$ cat config.mk
export PLATFORM = sky130hd
export DESIGN_NAME = lsu
export DESIGN_NICKNAME = d
export VERILOG_FILES = /design/src/rtl/lsu_pkg.sv /design/src/rtl/lsu_align.sv /design/src/rtl/lsu.sv
export SDC_FILE = /design/constraint.sdc
export NUM_CORES = 1
export LEC_CHECK = 0
export BUFFER_PORTS_ARGS = -buffer_cell sky130_fd_sc_hd__buf_2
export CAP_MARGIN = 20
export CORE_MARGIN = 2
export CORE_UTILIZATION = 30
export DETAILED_ROUTE_END_ITERATION = 16
export PLACE_DENSITY = 0.53
export RECOVER_POWER = 50
export SETUP_SLACK_MARGIN = 0.4
export SLEW_MARGIN = 30
export SYNTH_ARGS = -nofsm -noshare
export SYNTH_HDL_FRONTEND = slang
export SYNTH_SLANG_ARGS = --single-unit
$ cat constraint.sdc
create_clock -name clk -period 8.2 [get_ports clk]
set_clock_uncertainty 0.2 [all_clocks]
set_input_delay 0.41 -clock clk [delete_from_list [all_inputs] [get_ports clk]]
set_output_delay 0.41 -clock clk [all_outputs]
set_load 0.01 [all_outputs]
$ cat src/rtl/lsu_pkg.sv
// Shared definitions for the load/store unit: width codes, FSM states,
// captured-access payload and the access legality check.
package lsu_pkg;

    localparam logic [2:0] LSU_B  = 3'b000;
    localparam logic [2:0] LSU_H  = 3'b001;
    localparam logic [2:0] LSU_W  = 3'b010;
    localparam logic [2:0] LSU_BU = 3'b100;
    localparam logic [2:0] LSU_HU = 3'b101;

    localparam int unsigned LSU_TIMEOUT_DEFAULT = 255;

    typedef enum logic [1:0] {
        S_IDLE = 2'd0,
        S_REQ  = 2'd1,
        S_WAIT = 2'd2,
        S_DONE = 2'd3
    } lsu_state_e;

    typedef struct packed {
        logic        we;
        logic [2:0]  funct3;
        logic [31:0] addr;
        logic [31:0] wdata;
    } lsu_op_t;

    // 1 when the access must complete with an error and never reach the bus
    function automatic logic lsu_bad_access(input logic [2:0] funct3, input logic we,
                                            input logic [1:0] addr_lo);
        logic bad;
        bad = 1'b1;
        case (funct3)
            LSU_B:  bad = 1'b0;
            LSU_H:  bad = addr_lo[0];
            LSU_W:  bad = (addr_lo != 2'b00);
            LSU_BU: bad = we;
            LSU_HU: bad = we | addr_lo[0];
            default: bad = 1'b1;
        endcase
        return bad;
    endfunction

endpackage

$ cat src/rtl/lsu_align.sv
// Byte-lane steering: store byte enables and replicated write data, and
// load lane extraction with sign/zero extension.
module lsu_align
    import lsu_pkg::*;
(
    input  logic [2:0]  i_funct3,
    input  logic [1:0]  i_addr_lo,
    input  logic [31:0] i_wdata,
    input  logic [31:0] i_rdata,
    output logic [3:0]  o_be,
    output logic [31:0] o_wdata,
    output logic [31:0] o_rdata
);

    logic [31:0] w_shifted;

    always_comb begin
        o_be      = 4'b0000;
        o_wdata   = '0;
        o_rdata   = '0;
        w_shifted = i_rdata >> {i_addr_lo, 3'b000};
        case (i_funct3[1:0])
            2'b00: begin
                o_be    = 4'b0001 << i_addr_lo;
                o_wdata = {4{i_wdata[7:0]}};
                o_rdata = i_funct3[2] ? {24'b0, w_shifted[7:0]}
                                      : {{24{w_shifted[7]}}, w_shifted[7:0]};
            end
            2'b01: begin
                o_be    = 4'b0011 << i_addr_lo;
                o_wdata = {2{i_wdata[15:0]}};
                o_rdata = i_funct3[2] ? {16'b0, w_shifted[15:0]}
                                      : {{16{w_shifted[15]}}, w_shifted[15:0]};
            end
            default: begin
                o_be    = 4'b1111;
                o_wdata = i_wdata;
                o_rdata = i_rdata;
            end
        endcase
    end

endmodule

$ cat src/rtl/lsu.sv
// MEM-stage load/store unit: accepts one access, runs a single data-bus
// transaction and returns extended load data with a one-cycle done pulse.
module lsu
    import lsu_pkg::*;
#(
    parameter int unsigned TIMEOUT_CYCLES = LSU_TIMEOUT_DEFAULT
) (
    input  logic        clk,
    input  logic        rst,
    input  logic        i_lsu_valid,
    input  logic        i_lsu_we,
    input  logic [2:0]  i_lsu_funct3,
    input  logic [31:0] i_lsu_addr,
    input  logic [31:0] i_lsu_wdata,
    input  logic        i_lsu_flush,
    output logic        o_lsu_busy,
    output logic        o_lsu_done,
    output logic [31:0] o_lsu_rdata,
    output logic        o_lsu_err,
    output logic        o_bus_req,
    output logic        o_bus_we,
    output logic [31:0] o_bus_addr,
    output logic [3:0]  o_bus_be,
    output logic [31:0] o_bus_wdata,
    input  logic        i_bus_gnt,
    input  logic        i_bus_rvalid,
    input  logic [31:0] i_bus_rdata,
    input  logic        i_bus_rerr
);

    localparam int unsigned       CNT_W    = $clog2(TIMEOUT_CYCLES);
    localparam logic [CNT_W-1:0]  CNT_LAST = CNT_W'(TIMEOUT_CYCLES - 1);

    lsu_state_e        r_state;
    lsu_state_e        w_next;
    lsu_op_t           r_op;
    logic [CNT_W-1:0]  r_cnt;
    logic [31:0]       r_rdata;
    logic              r_err;
    logic [31:0]       w_rdata_nxt;
    logic              w_err_nxt;
    logic              w_accept;
    logic              w_resp;
    logic              w_last;
    logic              w_in_req;
    logic [3:0]        w_be;
    logic [31:0]       w_lane_wdata;
    logic [31:0]       w_load_data;

    lsu_align u_align (
        .i_funct3  (r_op.funct3),
        .i_addr_lo (r_op.addr[1:0]),
        .i_wdata   (r_op.wdata),
        .i_rdata   (i_bus_rdata),
        .o_be      (w_be),
        .o_wdata   (w_lane_wdata),
        .o_rdata   (w_load_data)
    );

    always_ff @(posedge clk or posedge rst) begin
        if (rst) begin
            r_state <= S_IDLE;
            r_op    <= '0;
            r_cnt   <= '0;
            r_rdata <= '0;
            r_err   <= 1'b0;
        end else begin
            r_state <= w_next;
            if (w_accept) begin
                r_op.we     <= i_lsu_we;
                r_op.funct3 <= i_lsu_funct3;
                r_op.addr   <= i_lsu_addr;
                r_op.wdata  <= i_lsu_wdata;
            end
            // Counts REQ+WAIT cycles of the current access only
            if (w_accept) begin
                r_cnt <= '0;
            end else if (w_next == S_REQ || w_next == S_WAIT) begin
                r_cnt <= r_cnt + CNT_W'(1);
            end
            if (w_next == S_DONE && r_state != S_DONE) begin
                r_rdata <= w_rdata_nxt;
                r_err   <= w_err_nxt;
            end
        end
    end

    always_comb begin
        w_next      = r_state;
        w_accept    = 1'b0;
        w_resp      = 1'b0;
        w_err_nxt   = 1'b0;
        w_rdata_nxt = '0;
        w_last      = (r_cnt == CNT_LAST);
        case (r_state)
            S_IDLE: begin
                if (i_lsu_valid && !i_lsu_flush) begin
                    w_accept = 1'b1;
                    if (lsu_bad_access(i_lsu_funct3, i_lsu_we, i_lsu_addr[1:0])) begin
                        w_next    = S_DONE;
                        w_err_nxt = 1'b1;
                    end else begin
                        w_next = S_REQ;
                    end
                end
            end
            S_REQ, S_WAIT: begin
                // A response in REQ only counts when it rides on the grant
                w_resp = i_bus_rvalid && (r_state == S_WAIT || i_bus_gnt);
                if (w_resp) begin
                    w_next      = S_DONE;
                    w_err_nxt   = i_bus_rerr;
                    w_rdata_nxt = r_op.we ? 32'h0 : w_load_data;
                end else if (w_last) begin
                    w_next    = S_DONE;
                    w_err_nxt = 1'b1;
                end else if (r_state == S_REQ && i_bus_gnt) begin
                    w_next = S_WAIT;
                end
            end
            S_DONE:  w_next = S_IDLE;
            default: w_next = S_IDLE;
        endcase

        w_in_req    = (r_state == S_REQ);
        o_lsu_busy  = w_in_req || (r_state == S_WAIT) || w_accept;
        o_lsu_done  = (r_state == S_DONE);
        o_lsu_rdata = r_rdata;
        o_lsu_err   = r_err;
        o_bus_req   = w_in_req;
        o_bus_we    = w_in_req && r_op.we;
        o_bus_addr  = w_in_req ? {r_op.addr[31:2], 2'b00} : 32'h0;
        o_bus_be    = w_in_req ? w_be : 4'b0000;
        o_bus_wdata = (w_in_req && r_op.we) ? w_lane_wdata : 32'h0;
    end

endmodule

# After elaboration in Yosys (flattened, before gate mapping)
# Cells that the tools add are included.
# totals
reg_bits	111
latch_bits	0
mem_bits_rw	0
rom_bits	0
input_bits	107
output_inout_bits	105
word_cells	71
n_memories	0
# op_classes
addsub	1
mul	0
n_div	0
order_cmp	0
eq_ne	13
shifts	3
muxes	29
bitwise_logic	1
reduce_logical	16
# ops
cell	n
32-bit 2-to-1 mux	7
32-bit case mux with 2 select lines	2
32-bit by 5-bit right shift with 16-bit output	1
8-bit 2-to-1 mux	2
2-bit 2-to-1 mux	5
8-bit by 1-bit adder with 8-bit output, second input constant	1
2-bit equality test, second input constant	4
8-bit equality test, second input constant	1
1-bit 2-to-1 mux	8
4-bit case mux with 2 select lines	1
2-bit by 1-bit equality test with 1-bit output, second input constant	3
3-bit equality test, second input constant	2
2-bit case mux with 3 select lines	1
1-bit logical AND	5
1-bit case mux with 5 select lines	1
2-bit zero test	2
1-bit logical OR	4
4-bit 2-to-1 mux	1
2-bit nonzero test	2
1-bit by 2-bit << shifter with 4-bit output, first input constant	1
2-bit by 2-bit << shifter with 4-bit output, first input constant	1
3-bit by 1-bit equality test with 1-bit output, second input constant	1
3-bit by 2-bit equality test with 1-bit output, second input constant	1
3-bit zero test	1
5 further kinds	5

# Longest topological paths before layout
# logic_depth
word_depth	11
depth_mapped	14

# By module
# From an unflattened synthesis, not the netlist that was laid out.
# unflattened
cells_unflattened	707
hier_area_um2	6222.2
# modules_own_cells
mod	n_inst	cells_each	area_each_um2	seq_area_each_um2
lsu	1	516	4885.9	2777.7
lsu_align	1	191	1336.3	0.0

# Worst setup path after synthesis
# Ideal clock, no wire load.
# synth_path
path_kind	flip-flop to flip-flop
start	reg r_state[0]
end	reg r_rdata[16], in the netlist o_lsu_rdata[16]
setup_ns	0.126
arrival_time_ns	2.604
slack_ns	5.270
path_stages_with_launch	14
synth_period_minus_slack_ns	2.930
path_cell_list	dfrtp_1 > inv_1 > ha_1 > o21a_1 > nor4b_1 > o22ai_1 > ha_1 > nand2b_1 > clkbuf_1 > nor3_1 > and2_1 > buf_1 > buf_2 > a221o_1
# synth_between
elab_chain_len	8
# synth_rtl
item	line_no	text
start, declared	lsu.sv:34	lsu_state_e r_state;
start signal, assigned	lsu.sv:68	r_state <= w_next;
2-bit by 1-bit equality test with 1-bit output	lsu.sv:95, lsu.sv:117	
1-bit logical AND	lsu.sv:117	end else if (r_state == S_REQ && i_bus_gnt) begin
2-bit 2-to-1 mux	lsu.sv:117	
2-bit 2-to-1 mux	lsu.sv:114	end else if (w_last) begin
2-bit 2-to-1 mux	lsu.sv:110	if (w_resp) begin
2-bit case mux with 3 select lines *	lsu.sv:95	case (r_state)
net w_next[1]	lsu.sv:35	lsu_state_e w_next;
2-bit equality test *	lsu.sv:81	if (w_next == S_DONE && r_state != S_DONE) begin
1-bit logical AND *	lsu.sv:81	
end signal, assigned	lsu.sv:82	r_rdata <= w_rdata_nxt;
end, declared	lsu.sv:38	logic [31:0] r_rdata;
# Mark *: on every way through the listed nets, which the timed path passes. The rest lies on a longest branch.
# A chain may end at the register's enable or synchronous reset.

==> run_results.csv <==
group,metric,value,unit
placed_design,place_ws,4.892,ns
logic_synthesis,avgSynthCellArea,8.509,um2
routing,wl_per_cell,15.88,um
clock_tree,postCtsSetupBuffers,0,
logic_synthesis,synthDistinctLibCells,46,
clock_tree,clockBufferDepth,2,
placed_design,dp_hpwl,12.24,mm
floorplan,row_count,50,
global_routing,grt_start_max_net_pins,73,
cells_and_area,final_cell_mix,"nand2_1, buf_2, dfrtp_1",
clock_tree,clkTransAtPathRegs,0.08,ns
sta,hold_viol_final,0,
clock_tree,cts_buffers,9,
clock_tree,cts.repair.resized,0,
logic_synthesis,synth_top_area_share,48.15,%
power_and_ir_drop,cellPowerDensity,360.1,nW/um2
power_and_ir_drop,p_sw_share,42.11,%
floorplan,die_width,142.7,um
cells_and_area,layout_commonest_cell,"nand2_1",
floorplan,ios,212,
run,max_cap_viol_count,3,
sta,setup_viol,0,
power_and_ir_drop,seq_power_share,39.3,%
placed_design,dpl_cell_area,6970,um2
routing,route.detailed.drc,0,
logic_synthesis,synth-edff-count,0,
cells_and_area,finalNonFillerCells,1098,
sta,worstMarginPinSlew,3.198,ns
sta,tns,0,ns
clock_tree,hold_buffers,0,
global_routing,grt_pass1_wl,27.18,mm
power_and_ir_drop,power_frac_clock,17.6,%
clock_tree,root_buffer,"clkbuf_16",
run_status,status,"finished, violations left",
floorplan,die_height,142.7,um
worst_hold_path,holdCritStartpoint,"i_lsu_wdata[16]",
clock_tree,cts-htree-levels,3,
power_and_ir_drop,ir_drop,0.1457,mV
logic_synthesis,netlist_area,5769,um2
global_routing,overflow,0,
floorplan,die_area,20360,um2
global_routing,antenna_found_initial,5,
routing,drt.antenna.violating_nets,0,
logic_synthesis,synth.top_cells.by_area,"dfrtp_1, nand2_1, mux2i_1",
clock_tree,worstSkewPairLatency,0.36,ns
critical_path,r2r_slack,4.50,ns
logic_synthesis,yosysTopAreaCell,"dfrtp_1",
routing,dr.first_iter.drc_count,275,
run_status,violations,"capacitance limit, slew limit",
floorplan,start_util,30.74,%
cells_and_area,drive_above_1_share,24.16,%
power_and_ir_drop,p_sw,1.096,mW
logic_synthesis,synth-main-ff-cell,"dfrtp_1",
global_routing,grt_pass1_vias,5026,
critical_path,worstPathRequired,7.74,ns
worst_hold_path,worstHoldEndpoint,"r_op[16]$_DFFE_PP0P_",
logic_synthesis,ys_ff_latch,111,
sta,relSlewSlack,-113.2,%
logic_synthesis,synth-seq-area-share,48.15,%
worst_hold_path,min_path_type,"in2reg",
critical_path,r2r-end,"r_op[24]$_DFFE_PP0P_",
placed_design,placed_cells,1080,
floorplan,core_area,18770,um2
power_and_ir_drop,leakage,3.830,nW
placed_design,gp_congestion,0.7546,
sta,min_period,4.562,ns
critical_path,worst-setup-path-type,"in2async",
sta,post-route-period-util,55.64,%
sta,fmax,219.2,MHz
cells_and_area,final_area,7227,um2
routing,vias,5159,
power_and_ir_drop,intPower,1.506,mW
clock_tree,clock_sinks,111,
cells_and_area,syn2layout_area_growth,25.27,%
global_routing,grt_util_all_layers,17.06,%
routing,dr.pass1.iters,5,
critical_path,r2r_start,"r_state[0]$_DFF_PP0_",
critical_path,critPathCaptureType,"asynchronous set/reset pin",
placed_design,numPortBuffers,209,
sta,rsz0062_at_grt,"false",
critical_path,crit_fanout,66,
clock_tree,cts_tree,"done",
logic_synthesis,syn_inst,678,
critical_path,arrival,4.10,ns
critical_path,ff2ff_path_depth,6,
critical_path,startpoint_type,"input port",
sta,setup_slack,3.638,ns
sta,drv_slew,183,
worst_hold_path,hold_depth,3,
power_and_ir_drop,power_frac_comb,43.1,%
routing,wl,17.44,mm
logic_synthesis,async_flop_share,100.0,%
cells_and_area,final_net_count,972,
routing,viasPerCell,4.699,
logic_synthesis,yosysWarnings,0,
==> sequential cells by signal (all words and copies together) (netlist names) <==
signal       flops
o_lsu_rdata     32
r_op            68
r_state          2
r_cnt            8
o_lsu_err        1
==> cell usage after synthesis, drive strengths merged (6+ instances only) <==
cell,number
mux2i,25
inv,7
nand2,253
nand3,8
o211ai,8
ha,8
a21oi,27
o21ai,8
and3,8
nand2b,8
a221o,16
nor2,40
nor2b,9
dfrtp,111
a22o,6
buf,17
and2,32
a2bb2oi,7
clkbuf,33
o221ai,7
==> power by group through the flow <==
stage	Clock (mW)	Sequential, mW	Combinational, mW
finish	0.458	1.02	1.12
global route	0.500	1.06	1.28
CTS	0.475	1.02	1.17
detailed placement	0	1.03	1.16
global placement	0	1.03	1.16
floorplan	0	0.970	0.798
==> layout make-up <==
cell class	instances	area (um2)
Antenna cell	3	7.507
Clock buffer	9	225.2
Timing Repair Buffer	217	1056
Inverter	7	27.53
Tap cell	234	292.8
Sequential cell	111	2779
Clock inverter	6	77.57
Multi-Input combinational cell	511	2761
Fill cell	2011	11540
==> metal layers <==
metal | track usage, % | vias to the layer above | part of all wire [%] | wire length [um]
li1 | - | 2616 | - | -
met4 | 3.075 | 4 | 0.61 | 106
met2 | 26.97 | 172 | 46 | 8027
met1 | 22.50 | 2355 | 45 | 7822
met5 | 0 | - | 0.15 | 27
met3 | 6.573 | 12 | 8.3 | 1456
==> stage by stage <==
step | power [mW] | util [%] | hold WS, ns
after floorplan | 1.767 | - | 0.2374
after global placement | 2.191 | 37.14 | 0.2517
after detailed placement | 2.197 | 37.14 | 0.2543
after CTS | 2.667 | 38.75 | 0.01362
after global routing | 2.839 | 38.47 | 0.01309
final | 2.602 | 38.51 | 0.03075
==> worst max path at each step <==
stage	from	to	cells past startpoint
6_report	rst	r_op[65]$_DFFE_PP0P_	3
2_1_floorplan	rst	o_lsu_err$_DFFE_PP0P_	1
3_5_place_dp	r_state[0]$_DFF_PP0_	o_lsu_rdata[26]$_DFFE_PP0P_	12
5_1_grt	rst	r_op[65]$_DFFE_PP0P_	3
3_3_place_gp	r_state[0]$_DFF_PP0_	o_lsu_rdata[16]$_DFFE_PP0P_	12
4_1_cts	r_state[0]$_DFF_PP0_	o_lsu_rdata[26]$_DFFE_PP0P_	12
==> kinds of logic (layout without fill, tap and decap cells) <==
kind of cell,count (synthesis),after routing,synth area share (%)
adder cells (fa/ha/maj),8,8,1.735
flip-flops,111,111,48.15
buffers and inverters,57,239,4.186
other,1,5,0.06500
AND/OR/NAND/NOR,377,377,28.30
AO/OA/AOI/OAI,90,90,11.49
multiplexers,29,29,5.313
XOR/XNOR,5,5,0.7592
==> critical path, cell delays in order <==
cell and delay, ns:
buf_2 0.10, clkinvlp_2 1.63, clkbuf_1 1.92
No activity file was read; power rests on OpenSTA's default activity.
